## src/rtl/tx_frame_pkg.sv

```systemverilog
// Shared definitions for the nRF transmit framer: frame states, defaults
// and the running checksum helper.
package tx_frame_pkg;

   localparam int          BYTE_W              = 8;
   localparam logic [7:0]  PREAMBLE_DEFAULT    = 8'hAA;
   localparam int          MAX_PAYLOAD_DEFAULT = 32;

   typedef enum logic [2:0] {
      ST_IDLE     = 3'd0,
      ST_PREAMBLE = 3'd1,
      ST_ADDR     = 3'd2,
      ST_LEN      = 3'd3,
      ST_PAYLOAD  = 3'd4,
      ST_CHK      = 3'd5,
      ST_DONE     = 3'd6
   } state_t;

   function automatic logic [BYTE_W-1:0] chk_accum(
      input logic [BYTE_W-1:0] acc,
      input logic [BYTE_W-1:0] data
   );
      return acc ^ data;
   endfunction

endpackage

```

## src/rtl/tx_byte_reg.sv

```systemverilog
// Output holding register for the framer byte stream; keeps the byte stable
// while downstream stalls and drops valid only on a completed transfer.
module tx_byte_reg
   import tx_frame_pkg::*;
(
   input  logic              i_Clk,
   input  logic              i_Rst_L,
   input  logic              i_Load,
   input  logic [BYTE_W-1:0] i_Load_Byte,
   input  logic              i_Tx_Ready,
   output logic              o_Tx_DV,
   output logic [BYTE_W-1:0] o_Tx_Byte,
   output logic              o_Xfer
);

   assign o_Xfer = o_Tx_DV && i_Tx_Ready;

   // Load wins over transfer so a new byte can follow the previous one back-to-back.
   always_ff @(posedge i_Clk or negedge i_Rst_L) begin
      if (!i_Rst_L) begin
         o_Tx_DV   <= 1'b0;
         o_Tx_Byte <= {BYTE_W{1'b0}};
      end else if (i_Load) begin
         o_Tx_DV   <= 1'b1;
         o_Tx_Byte <= i_Load_Byte;
      end else if (o_Xfer) begin
         o_Tx_DV   <= 1'b0;
         o_Tx_Byte <= o_Tx_Byte;
      end else begin
         o_Tx_DV   <= o_Tx_DV;
         o_Tx_Byte <= o_Tx_Byte;
      end
   end

endmodule

```

## src/rtl/tx_frame_builder.sv

```systemverilog
// nRF transmit framer: preamble, address (MSB first), length, payload and
// XOR checksum streamed over valid/ready toward the radio SPI path.
module tx_frame_builder
   import tx_frame_pkg::*;
#(
   parameter int         ADDR_BYTES  = 3,
   parameter logic [7:0] PREAMBLE    = PREAMBLE_DEFAULT,
   parameter int         MAX_PAYLOAD = MAX_PAYLOAD_DEFAULT
) (
   input  logic                     i_Clk,
   input  logic                     i_Rst_L,
   input  logic                     i_Start,
   input  logic [8*ADDR_BYTES-1:0]  i_Addr,
   input  logic [7:0]               i_Len,
   input  logic                     i_Pay_DV,
   input  logic [7:0]               i_Pay_Byte,
   output logic                     o_Pay_Ready,
   output logic                     o_Tx_DV,
   output logic [7:0]               o_Tx_Byte,
   input  logic                     i_Tx_Ready,
   output logic                     o_Busy,
   output logic                     o_Done
);

   localparam int         AW        = BYTE_W * ADDR_BYTES;
   localparam logic [7:0] MAX_LEN   = 8'(MAX_PAYLOAD);
   localparam logic [2:0] LAST_ADDR = 3'(ADDR_BYTES - 1);

   state_t      state_r;
   logic [AW-1:0] addr_r;
   logic [2:0]  addr_idx_r;
   logic [7:0]  len_r;
   logic [7:0]  remaining_r;
   logic [7:0]  chk_r;
   logic        busy_r;
   logic        done_r;

   logic        load_s;
   logic [7:0]  load_byte_s;
   logic        xfer_s;
   logic        tx_dv_s;
   logic [7:0]  tx_byte_s;
   logic [7:0]  clamp_len_s;
   logic        pay_ready_s;
   logic        pay_take_s;

   // Oversized requests are clamped; the clamped value is both sent and counted.
   always_comb begin
      clamp_len_s = i_Len;
      if (i_Len > MAX_LEN) begin
         clamp_len_s = MAX_LEN;
      end else begin
         clamp_len_s = i_Len;
      end
   end

   // Payload is pulled while the length byte drains so the first payload byte follows without a gap.
   always_comb begin
      pay_ready_s = 1'b0;
      if (((state_r == ST_LEN) || (state_r == ST_PAYLOAD)) && (remaining_r != 8'd0)) begin
         pay_ready_s = !tx_dv_s || i_Tx_Ready;
      end else begin
         pay_ready_s = 1'b0;
      end
   end

   assign pay_take_s = pay_ready_s && i_Pay_DV;

   // Selects what the holding register loads next; checksum folds in the byte leaving this edge.
   always_comb begin
      load_s      = 1'b0;
      load_byte_s = 8'h00;
      case (state_r)
         ST_IDLE: begin
            if (i_Start) begin
               load_s      = 1'b1;
               load_byte_s = PREAMBLE;
            end else begin
               load_s      = 1'b0;
            end
         end
         ST_PREAMBLE: begin
            if (xfer_s) begin
               load_s      = 1'b1;
               load_byte_s = addr_r[AW-1 -: 8];
            end else begin
               load_s      = 1'b0;
            end
         end
         ST_ADDR: begin
            if (xfer_s) begin
               load_s      = 1'b1;
               load_byte_s = (addr_idx_r == LAST_ADDR) ? len_r : addr_r[AW-1 -: 8];
            end else begin
               load_s      = 1'b0;
            end
         end
         ST_LEN, ST_PAYLOAD: begin
            if (pay_take_s) begin
               load_s      = 1'b1;
               load_byte_s = i_Pay_Byte;
            end else if (xfer_s && (remaining_r == 8'd0)) begin
               load_s      = 1'b1;
               load_byte_s = chk_accum(chk_r, tx_byte_s);
            end else begin
               load_s      = 1'b0;
            end
         end
         default: begin
            load_s      = 1'b0;
            load_byte_s = 8'h00;
         end
      endcase
   end

   // Frame sequencer; the address register shifts so its top byte is always the next one out.
   always_ff @(posedge i_Clk or negedge i_Rst_L) begin
      if (!i_Rst_L) begin
         state_r     <= ST_IDLE;
         addr_r      <= {AW{1'b0}};
         addr_idx_r  <= 3'd0;
         len_r       <= 8'd0;
         remaining_r <= 8'd0;
         chk_r       <= 8'd0;
         busy_r      <= 1'b0;
         done_r      <= 1'b0;
      end else begin
         case (state_r)
            ST_IDLE: begin
               done_r <= 1'b0;
               if (i_Start) begin
                  addr_r      <= i_Addr;
                  len_r       <= clamp_len_s;
                  remaining_r <= clamp_len_s;
                  chk_r       <= 8'd0;
                  addr_idx_r  <= 3'd0;
                  busy_r      <= 1'b1;
                  state_r     <= ST_PREAMBLE;
               end
            end
            ST_PREAMBLE: begin
               if (xfer_s) begin
                  addr_r  <= addr_r << 4'd8;
                  state_r <= ST_ADDR;
               end
            end
            ST_ADDR: begin
               if (xfer_s) begin
                  chk_r <= chk_accum(chk_r, tx_byte_s);
                  if (addr_idx_r == LAST_ADDR) begin
                     state_r <= ST_LEN;
                  end else begin
                     addr_idx_r <= addr_idx_r + 3'd1;
                     addr_r     <= addr_r << 4'd8;
                  end
               end
            end
            ST_LEN: begin
               if (xfer_s) begin
                  chk_r <= chk_accum(chk_r, tx_byte_s);
                  if (pay_take_s) begin
                     remaining_r <= remaining_r - 8'd1;
                  end
                  state_r <= (len_r == 8'd0) ? ST_CHK : ST_PAYLOAD;
               end
            end
            ST_PAYLOAD: begin
               if (pay_take_s) begin
                  remaining_r <= remaining_r - 8'd1;
               end
               if (xfer_s) begin
                  chk_r <= chk_accum(chk_r, tx_byte_s);
                  if (remaining_r == 8'd0) begin
                     state_r <= ST_CHK;
                  end
               end
            end
            ST_CHK: begin
               if (xfer_s) begin
                  busy_r  <= 1'b0;
                  done_r  <= 1'b1;
                  state_r <= ST_DONE;
               end
            end
            ST_DONE: begin
               done_r  <= 1'b0;
               state_r <= ST_IDLE;
            end
            default: begin
               busy_r  <= 1'b0;
               done_r  <= 1'b0;
               state_r <= ST_IDLE;
            end
         endcase
      end
   end

   tx_byte_reg u_byte_reg (
      .i_Clk       (i_Clk),
      .i_Rst_L     (i_Rst_L),
      .i_Load      (load_s),
      .i_Load_Byte (load_byte_s),
      .i_Tx_Ready  (i_Tx_Ready),
      .o_Tx_DV     (tx_dv_s),
      .o_Tx_Byte   (tx_byte_s),
      .o_Xfer      (xfer_s)
   );

   assign o_Tx_DV     = tx_dv_s;
   assign o_Tx_Byte   = tx_byte_s;
   assign o_Pay_Ready = pay_ready_s;
   assign o_Busy      = busy_r;
   assign o_Done      = done_r;

endmodule

```

## config.mk

```make
export PLATFORM = sky130hd
export DESIGN_NAME = tx_frame_builder
export DESIGN_NICKNAME = d
export VERILOG_FILES = /design/src/rtl/tx_frame_pkg.sv /design/src/rtl/tx_byte_reg.sv /design/src/rtl/tx_frame_builder.sv
export SDC_FILE = /design/constraint.sdc
export NUM_CORES = 1
export LEC_CHECK = 0
export ABC_AREA = 1
export BUFFER_PORTS_ARGS = -buffer_cell sky130_fd_sc_hd__clkbuf_2
export CAP_MARGIN = 20
export CORE_AREA = 2 2 72 101
export CTS_BUF_LIST = sky130_fd_sc_hd__clkbuf_8
export CTS_CLUSTER_DIAMETER = 120
export DETAILED_ROUTE_END_ITERATION = 6
export DIE_AREA = 0 0 74 103
export GPL_TIMING_DRIVEN = 0
export PLACE_DENSITY = 0.82
export SLEW_MARGIN = 20
export SYNTH_ARGS = -nofsm -noshare
export SYNTH_HDL_FRONTEND = slang
export SYNTH_SLANG_ARGS = --single-unit
```

## constraint.sdc

```tcl
create_clock -name i_Clk -period 2.2 [get_ports i_Clk]
set_input_delay 0.44 -clock i_Clk [delete_from_list [all_inputs] [get_ports i_Clk]]
set_output_delay 0.44 -clock i_Clk [all_outputs]
set_load 0.005 [all_outputs]
```

==> impl_metrics.env, run 1 <==
export IMPL_synth_cell_types=34
export IMPL_vias=3395
export IMPL_clkLatencyLatePin_ps=350
export IMPL_cp_cell_sequence="buf_4 > o21ai_1 > nand3_2 > nor2_4 > clkbuf_2"
export IMPL_required_ps=1760
export IMPL_grt_overflow_total=0
export IMPL_syn_nets=525
export IMPL_setup_viol=0
export IMPL_leakagePower_uw=0.00219
export IMPL_max_freq_ghz=0.484
export IMPL_rsz0062_at_grt="false"
export IMPL_dp_hpwl_um=6440
export IMPL_grt_pass1_vias=3212
export IMPL_worst_path_max_delay_cell="dfrtp_1"
export IMPL_maxCapViolations=0
export IMPL_path_clk_slew_ps=80
export IMPL_grtUsageTotal_pct=25.0
export IMPL_cp_end_kind="primary output"
export IMPL_drv_slew=0
export IMPL_fin_crit_sh_pct=93.9
export IMPL_maxSlewHeadroom_pct=68.0
export IMPL_layout_nets=592
export IMPL_hold_class="primary input to async pin"
export IMPL_power_density_nw_per_um2=1530
export IMPL_cts_root_buffer="clkbuf_8"
export IMPL_worstSetupPathType="register to primary output"
export IMPL_hold_viol_final=0
export IMPL_drt_total_wl_um=8540
export IMPL_ant_nets=0
export IMPL_post_drt_wl_per_cell_um=13.3
export IMPL_status="finished, final reports clean"
export IMPL_min_period_ps=2070
export IMPL_max_stage_delay_ps=370
export IMPL_syn_area_per_cell_um2=7.64
export IMPL_skew_ps=12.6
export IMPL_grt_pass1_wl_um=14600
export IMPL_cts_num_sinks=65
export IMPL_cp_top_family="flip-flops"
export IMPL_first_iter_violations=183
export IMPL_fp_dieH_um=103
export IMPL_dr_pass1_iters=5
export IMPL_synth_async_reset_ratio_pct=100
export IMPL_antenna_cells=0
export IMPL_ir_drop_v=0.00103
export IMPL_cts_tree="built"
export IMPL_die_x_um=74
export IMPL_row_count=36
export IMPL_ys_seq_area_share_pct=44.7
export IMPL_core_region_area_um2=6800
export IMPL_synth_edf_count=0
export IMPL_post_cts_buffers=0
export IMPL_syn_inst=477
export IMPL_via_per_inst=5.27
export IMPL_grt_start_max_net_pins=35
export IMPL_tns_ps=0
export IMPL_syn_to_final_growth_pct=18.0
export IMPL_start_util_pct=53.6
export IMPL_reg2reg_slack_ps=280
export IMPL_route_detailed_drc=0
export IMPL_syn_area_um2=3640
export IMPL_synth_ff_type="dfrtp_1"
export IMPL_globalplace_congestion=0.905
export IMPL_yosys_warnings=0
export IMPL_htreeDepth=3
export IMPL_antenna_found_initial=0
export IMPL_ys_ff_latch=65
export IMPL_clk_path_buf_depth=2
export IMPL_io_pins=57
export IMPL_drive_gt1_share_pct=19.5
export IMPL_cp_start_kind="register"
export IMPL_cp_max_fo=10
export IMPL_worstMarginPinSlew_ps=475
export IMPL_dieArea_um2=7620
export IMPL_port_buffers=55
export IMPL_crit_buf_inv=2
export IMPL_final_util_pct=63.2
export IMPL_cts_made_buffers=9
export IMPL_arrival_ps=1630
path summary, 6_finish.rpt:
kind	startpoint	to	cells after the start
worst max-delay path	state_r[0]$_DFFE_PN0P_	o_Pay_Ready	5
worst min-delay path	i_Rst_L	addr_r[0]$_DFFE_PN0P_	1
worst max register to register	state_r[1]$_DFFE_PN0P_	addr_r[13]$_DFFE_PN0P_	9
worst min register to register	len_r[6]$_DFFE_PN0P_	len_r[6]$_DFFE_PN0P_	2
max in group asynchronous	i_Rst_L	remaining_r[1]$_DFFE_PN0P_	2
min in group i_Clk	i_Addr[1]	addr_r[1]$_DFFE_PN0P_	3
report_power, final:
part           switching [uW]  internal [uW]
Sequential                285           1690
Combinational            2200           1230
Clock                     490            673
Total                    2970           3600
repair_timing:
action | 4_1_cts | 5_1_grt
resized for setup | 1 | 2
setup endpoints to repair | 1 | 1
hold buffers | 0 | 0
cell type report:
type                       instances  area, um^2
tap                               95         119
timing repair buffer              56         298
fill                             583        2500
multi-input combinational        337        1680
clock inverter                     6        90.1
buffer                            17         125
sequential                        65        1630
clock buffer                      10         138
inverter                          58         218
metrics by stage:
stage | cell area [um^2] | instances | setup slack, ps | total power (uW) | hold slack, ps
floorplan | 3640 | 477 | 580 | 4480 | 144
global placement | 4040 | 627 | 222 | 5270 | 473
detailed placement | 4060 | 628 | 233 | 5370 | 442
CTS | 4290 | 644 | 66.6 | 6560 | 64.4
global route | 4300 | 644 | 8.67 | 7160 | 97.8
finish | 4300 | 644 | 133 | 6570 | 64.6
synthesized netlist by cell type, types with 5 or more instances:
cell      instances  share of area (%)
nand2_1         127                 13
o21ai_0          45                6.2
nand4_1           6                1.0
dfrtp_1          65                 45
nor2_1           27                2.8
inv_1            53                5.5
nand3_1          46                6.3
xor2_1            9                2.2
a21oi_1          26                3.6
clkbuf_1          5               0.52
buf_6             7                2.2
o21ai_1          13                1.8
o21a_1            8                1.6
placed cells by master (no fill, tap or decap), types with 10 or more instances in the layout:
| master | synthesis | routed |
|---|---|---|
| clkbuf_2 | 0 | 54 |
| dfrtp_1 | 65 | 65 |
| nand3_1 | 46 | 46 |
| o21ai_1 | 13 | 13 |
| inv_1 | 53 | 53 |
| nor2_1 | 27 | 26 |
| o21ai_0 | 45 | 45 |
| a21oi_1 | 26 | 26 |
| nand2_1 | 127 | 127 |
| clkbuf_8 | 0 | 10 |
cell families (layout without fill, tap and decap cells):
group / Yosys count / count (layout) / share of synthesized area, %
AND/OR/NAND/NOR: 222 / 222 / 26.7
buffers and inverters: 75 / 147 / 9.41
flip-flops: 65 / 65 / 44.7
AO/OA/AOI/OAI: 102 / 102 / 15.8
adder cells (fa/ha/maj): 3 / 3 / 1.03
XOR/XNOR: 10 / 10 / 2.40
layer usage:
layer	vias to the layer above	routed length (um)	track usage, %
li1	1683	-	-
met4	0	116	10.9
met3	10	332	3.71
met5	-	0	0
met1	1605	3580	30.7
met2	97	4510	43.2
sequential cells by signal (all words and copies together), names as in the netlist, 3 cells and up:
register,count
u_byte_reg.o_Tx_Byte,8
state_r,3
chk_r,8
addr_idx_r,3
addr_r,24
remaining_r,8
len_r,8
No activity file was read; power rests on OpenSTA's default activity.
==> run 2, diff against run 1 <==
--- a/config.mk
+++ b/config.mk
@@ -15,6 +15,7 @@
 export DIE_AREA = 0 0 74 103
 export GPL_TIMING_DRIVEN = 0
 export PLACE_DENSITY = 0.82
+export RECOVER_POWER = 50
 export SLEW_MARGIN = 20
 export SYNTH_ARGS = -nofsm -noshare
 export SYNTH_HDL_FRONTEND = slang
==> impl_metrics.env, run 2 (synthesized netlist as in run 1, its figures left out) <==
export IMPL_worst_path_max_delay_cell="dfrtp_1"
export IMPL_max_stage_delay_ps=370
export IMPL_grtUsageTotal_pct=25.0
export IMPL_antenna_found_initial=0
export IMPL_dieArea_um2=7620
export IMPL_cts_root_buffer="clkbuf_8"
export IMPL_ant_nets=0
export IMPL_fillCellCount=585
export IMPL_die_x_um=74
export IMPL_arrival_ps=1630
export IMPL_largest_reg_flops=24
export IMPL_skew_ps=12.9
export IMPL_drt_total_wl_um=8560
export IMPL_syn_to_final_growth_pct=17.8
export IMPL_mostFrequentLayoutCells="nand2_1 (127), dfrtp_1 (65), inv_1 (53), clkbuf_2 (51), nand3_1 (46)"
export IMPL_first_iter_violations=185
export IMPL_totalPowerFinal_uw=6560
export IMPL_hold_class="primary input to register"
export IMPL_port_buffers=55
export IMPL_met1_length_um=3570
export IMPL_fp_dieH_um=103
export IMPL_grt_overflow_total=0
export IMPL_grt_start_max_net_pins=35
export IMPL_antenna_cells=0
export IMPL_cts_tree="built"
export IMPL_layout_cells_non_filler=644
export IMPL_hold_buffers=0
export IMPL_start_util_pct=53.6
export IMPL_rsz0062_at_grt="false"
export IMPL_worstSetupPathType="register to primary output"
export IMPL_tns_ps=0
export IMPL_maxCapViolations=1
export IMPL_ir_drop_v=0.00103
export IMPL_core_region_area_um2=6800
export IMPL_cp_cell_sequence="buf_4 > o21ai_1 > nand3_2 > nor2_4 > clkbuf_2"
export IMPL_fin_crit_sh_pct=93.9
export IMPL_io_pins=57
export IMPL_final_util_pct=63.1
export IMPL_placed_cells=628
export IMPL_cp_max_fo=10
export IMPL_via_per_inst=5.27
export IMPL_worstMarginPinSlew_ps=1780
export IMPL_htreeDepth=3
export IMPL_post_drt_wl_per_cell_um=13.3
export IMPL_layout_nets=592
export IMPL_required_ps=1760
export IMPL_cp_start_kind="register"
export IMPL_power_density_nw_per_um2=1530
export IMPL_regMostFlops="addr_r"
export IMPL_maxSlewHeadroom_pct=-18.9
export IMPL_path_clk_slew_ps=80
export IMPL_met3_length_um=349
export IMPL_clkLatencyLatePin_ps=350
export IMPL_max_freq_ghz=0.484
export IMPL_wl_met2_um=4520
export IMPL_status="finished, violations left"
export IMPL_dr_pass1_iters=5
export IMPL_vias=3391
export IMPL_globalplace_congestion=0.905
export IMPL_min_period_ps=2070
export IMPL_row_count=36
export IMPL_grt_pass1_vias=3212
export IMPL_drive_gt1_share_pct=18.8
export IMPL_drv_slew=32
export IMPL_cts_num_sinks=65
export IMPL_route_detailed_drc=0
export IMPL_dp_hpwl_um=6440
export IMPL_clk_path_buf_depth=2
export IMPL_routed_top_layer="met4"
export IMPL_cp_end_kind="primary output"
export IMPL_setup_viol=0
export IMPL_grt_pass1_wl_um=14600
export IMPL_cts_made_buffers=9
export IMPL_hold_viol_final=0
export IMPL_violations="capacitance limit, slew limit"
export IMPL_final_common_cell="nand2_1"
export IMPL_leakagePower_uw=0.00218
[run 2: cell count changes in the layout (fill, tap and decap cells not counted)]
cell | previous run | this run
clkbuf_2 | 54 | 51
clkbuf_4 | 1 | 0
clkbuf_1 | 5 | 9
[run 2: power by group]
part	total (uW)	internal (uW)	switching, uW
combinational	3420	1230	2200
sequential	1980	1690	286
clock	1160	673	490
[run 2: worst max-delay path, delay by kind of cell, from the launching register on]
family | cells | cell delay, ps
flops | 1 | 370
compound gates | 1 | 220
simple gates | 2 | 360
buf+inv | 2 | 320
[run 2: final timing paths]
path,from,end,slack [ps],depth (start not counted)
min reg2reg,len_r[6]$_DFFE_PN0P_,len_r[6]$_DFFE_PN0P_,490,2
max reg2reg,state_r[1]$_DFFE_PN0P_,addr_r[13]$_DFFE_PN0P_,280,9
min in group asynchronous,i_Rst_L,addr_r[0]$_DFFE_PN0P_,560,1
min,i_Addr[1],addr_r[1]$_DFFE_PN0P_,320,3
max,state_r[0]$_DFFE_PN0P_,o_Pay_Ready,130,5
max in group asynchronous,i_Rst_L,remaining_r[6]$_DFFE_PN0P_,610,1
[run 2: final cells by class]
class	count	area [um^2]	area share, %
clock inverters	6	90.1	2.10
clock buffers	10	138	3.21
multi-input cells	337	1680	39.2
repair buffers	56	290	6.77
flip-flops and latches	65	1630	37.9
inverters	58	218	5.08
well taps	95	119	2.77
plain buffers	17	125	2.92
[run 2: repair_timing]
action / CTS / global route
resized for setup: 1 / 2
endpoints found under the setup margin: 1 / 1
gates cloned: 0 / 0
hold endpoints to repair: 0 / 0
buffers inserted: 0 / 0
[run 2: stage by stage]
step | area [um^2] | setup slack, ps | hold slack, ps
2_1_floorplan | 3640 | 580 | 144
3_3_place_gp | 4040 | 222 | 473
3_5_place_dp | 4060 | 233 | 442
4_1_cts | 4290 | 66.6 | 64.4
5_1_grt | 4290 | 8.67 | 333
6_report | 4290 | 133 | 324
[run 2: metal layers]
layer	up-vias	GRT usage (%)
met5	-	0
met4	0	10.9
met3	10	3.71
met2	97	43.2
met1	1601	30.7
li1	1683	-
==> run 3, diff against run 2 <==
--- a/config.mk
+++ b/config.mk
@@ -14,7 +14,7 @@
 export DETAILED_ROUTE_END_ITERATION = 6
 export DIE_AREA = 0 0 74 103
 export GPL_TIMING_DRIVEN = 0
-export PLACE_DENSITY = 0.82
+export PLACE_DENSITY = 0.85
 export RECOVER_POWER = 50
 export SLEW_MARGIN = 20
 export SYNTH_ARGS = -nofsm -noshare
==> impl_metrics.env, run 3 (synthesized netlist as in run 1, its figures left out) <==
export IMPL_status="finished, violations left"
export IMPL_violations="capacitance limit, slew limit"
export IMPL_cp_end_kind="primary output"
export IMPL_drv_slew=32
export IMPL_grt_start_max_net_pins=35
export IMPL_port_buffers=55
export IMPL_via_per_inst=5.22
export IMPL_grt_pass1_wl_um=14500
export IMPL_maxSlewHeadroom_pct=-18.1
export IMPL_setup_slack_ps=127
export IMPL_route_detailed_drc=0
export IMPL_final_util_pct=62.9
export IMPL_core_region_area_um2=6800
export IMPL_dr_pass1_iters=4
export IMPL_dieArea_um2=7620
export IMPL_start_util_pct=53.6
export IMPL_grtUsageTotal_pct=24.6
export IMPL_layout_nets=592
export IMPL_hold_viol_final=0
export IMPL_clk_path_buf_depth=2
export IMPL_cp_max_fo=10
export IMPL_row_count=36
export IMPL_leakagePower_uw=0.00218
export IMPL_post_drt_wl_per_cell_um=13.5
export IMPL_drive_gt1_share_pct=18.4
export IMPL_skew_ps=6.44
export IMPL_antenna_cells=0
export IMPL_rsz0062_at_grt="false"
export IMPL_totalPowerFinal_uw=6520
export IMPL_globalplace_congestion=0.904
export IMPL_io_pins=57
export IMPL_design_area_um2=4280
export IMPL_min_period_ps=2070
export IMPL_ant_nets=0
export IMPL_htreeDepth=3
export IMPL_cts_tree="built"
export IMPL_placed_cell_area_um2=4060
export IMPL_die_x_um=74
export IMPL_antenna_found_initial=0
export IMPL_first_iter_violations=195
export IMPL_clkLatencyLatePin_ps=340
export IMPL_required_ps=1760
export IMPL_grt_pass1_vias=3295
export IMPL_vias=3360
export IMPL_grt_overflow_total=0
export IMPL_largest_reg_flops=24
export IMPL_fin_crit_sh_pct=94.2
export IMPL_final_common_cell="nand2_1"
export IMPL_dp_slack_ps=167
export IMPL_post_cts_buffers=0
export IMPL_path_clk_slew_ps=70
export IMPL_cts_made_buffers=9
export IMPL_regMostFlops="addr_r"
export IMPL_fp_dieH_um=103
export IMPL_worstSetupPathType="register to primary output"
export IMPL_mostFrequentLayoutCells="nand2_1 (127), dfrtp_1 (65), inv_1 (54), clkbuf_2 (50), nand3_1 (46)"
export IMPL_arrival_ps=1630
export IMPL_setup_viol=0
export IMPL_worstMarginPinSlew_ps=1770
export IMPL_cts_num_sinks=65
export IMPL_dp_hpwl_um=6620
export IMPL_syn_to_final_growth_pct=17.4
export IMPL_drt_total_wl_um=8670
export IMPL_hold_class="primary input to register"
export IMPL_cts_root_buffer="clkbuf_8"
export IMPL_ir_drop_v=0.00103
export IMPL_power_density_nw_per_um2=1530
export IMPL_maxCapViolations=1
export IMPL_cp_start_kind="register"
export IMPL_fillCellCount=599
export IMPL_tns_ps=0
export IMPL_max_freq_ghz=0.482
==> run 3: worst max-delay path, stage by stage (launching register included) <==
cell      delay [ps]
dfrtp_1          390
inv_1            100
ha_2             240
nand3_1          100
nor2_2           220
nor2_4           120
clkbuf_2         130
==> run 3: final cells by class <==
class                      instances  area, um^2  area share (%)
clock inverter                     6        82.6            1.93
tap                               95         119            2.78
inverter                          58         218            5.09
buffer                            17         125            2.93
sequential                        65        1630            38.0
timing repair buffer              56         289            6.76
clock buffer                      10         138            3.22
multi-input combinational        337        1680            39.2
==> run 3: where the power goes <==
part / total, uW / switching, uW / internal, uW
combinational: 3420 / 2200 / 1220
sequential: 1980 / 291 / 1690
clock: 1120 / 460 / 663
==> run 3: timing repair <==
item / in CTS / in global routing
pin swaps: 0 / 0
setup endpoints to repair: 1 / 1
hold buffers: 0 / 0
gates resized for setup: 1 / 1
==> run 3: path summary, 6_finish.rpt <==
path	slack, ps	cells after the start	end	from
min in group asynchronous	570	1	chk_r[4]$_DFFE_PN0P_	i_Rst_L
worst min register to register	510	2	len_r[7]$_DFFE_PN0P_	len_r[7]$_DFFE_PN0P_
worst min-delay path	340	3	addr_r[2]$_DFFE_PN0P_	i_Addr[2]
max in group asynchronous	610	1	remaining_r[2]$_DFFE_PN0P_	i_Rst_L
worst max-delay path	130	6	o_Pay_Ready	remaining_r[0]$_DFFE_PN0P_
worst max register to register	250	9	addr_r[13]$_DFFE_PN0P_	state_r[1]$_DFFE_PN0P_
==> run 3: metal layers <==
metal	GRT usage [%]	up-vias	share of wire (%)
li1	-	1677	-
met2	43.7	108	52
met5	0	-	0
met1	28.4	1558	41
met3	4.99	17	4.4
met4	10.1	0	2.4
==> run 3: metrics by stage <==
step | hold WS (ps) | std cells
after CTS | 79.8 | 644
final | 338 | 644
after global placement | 473 | 627
after global routing | 360 | 644
after floorplan | 144 | 477
after detailed placement | 440 | 628
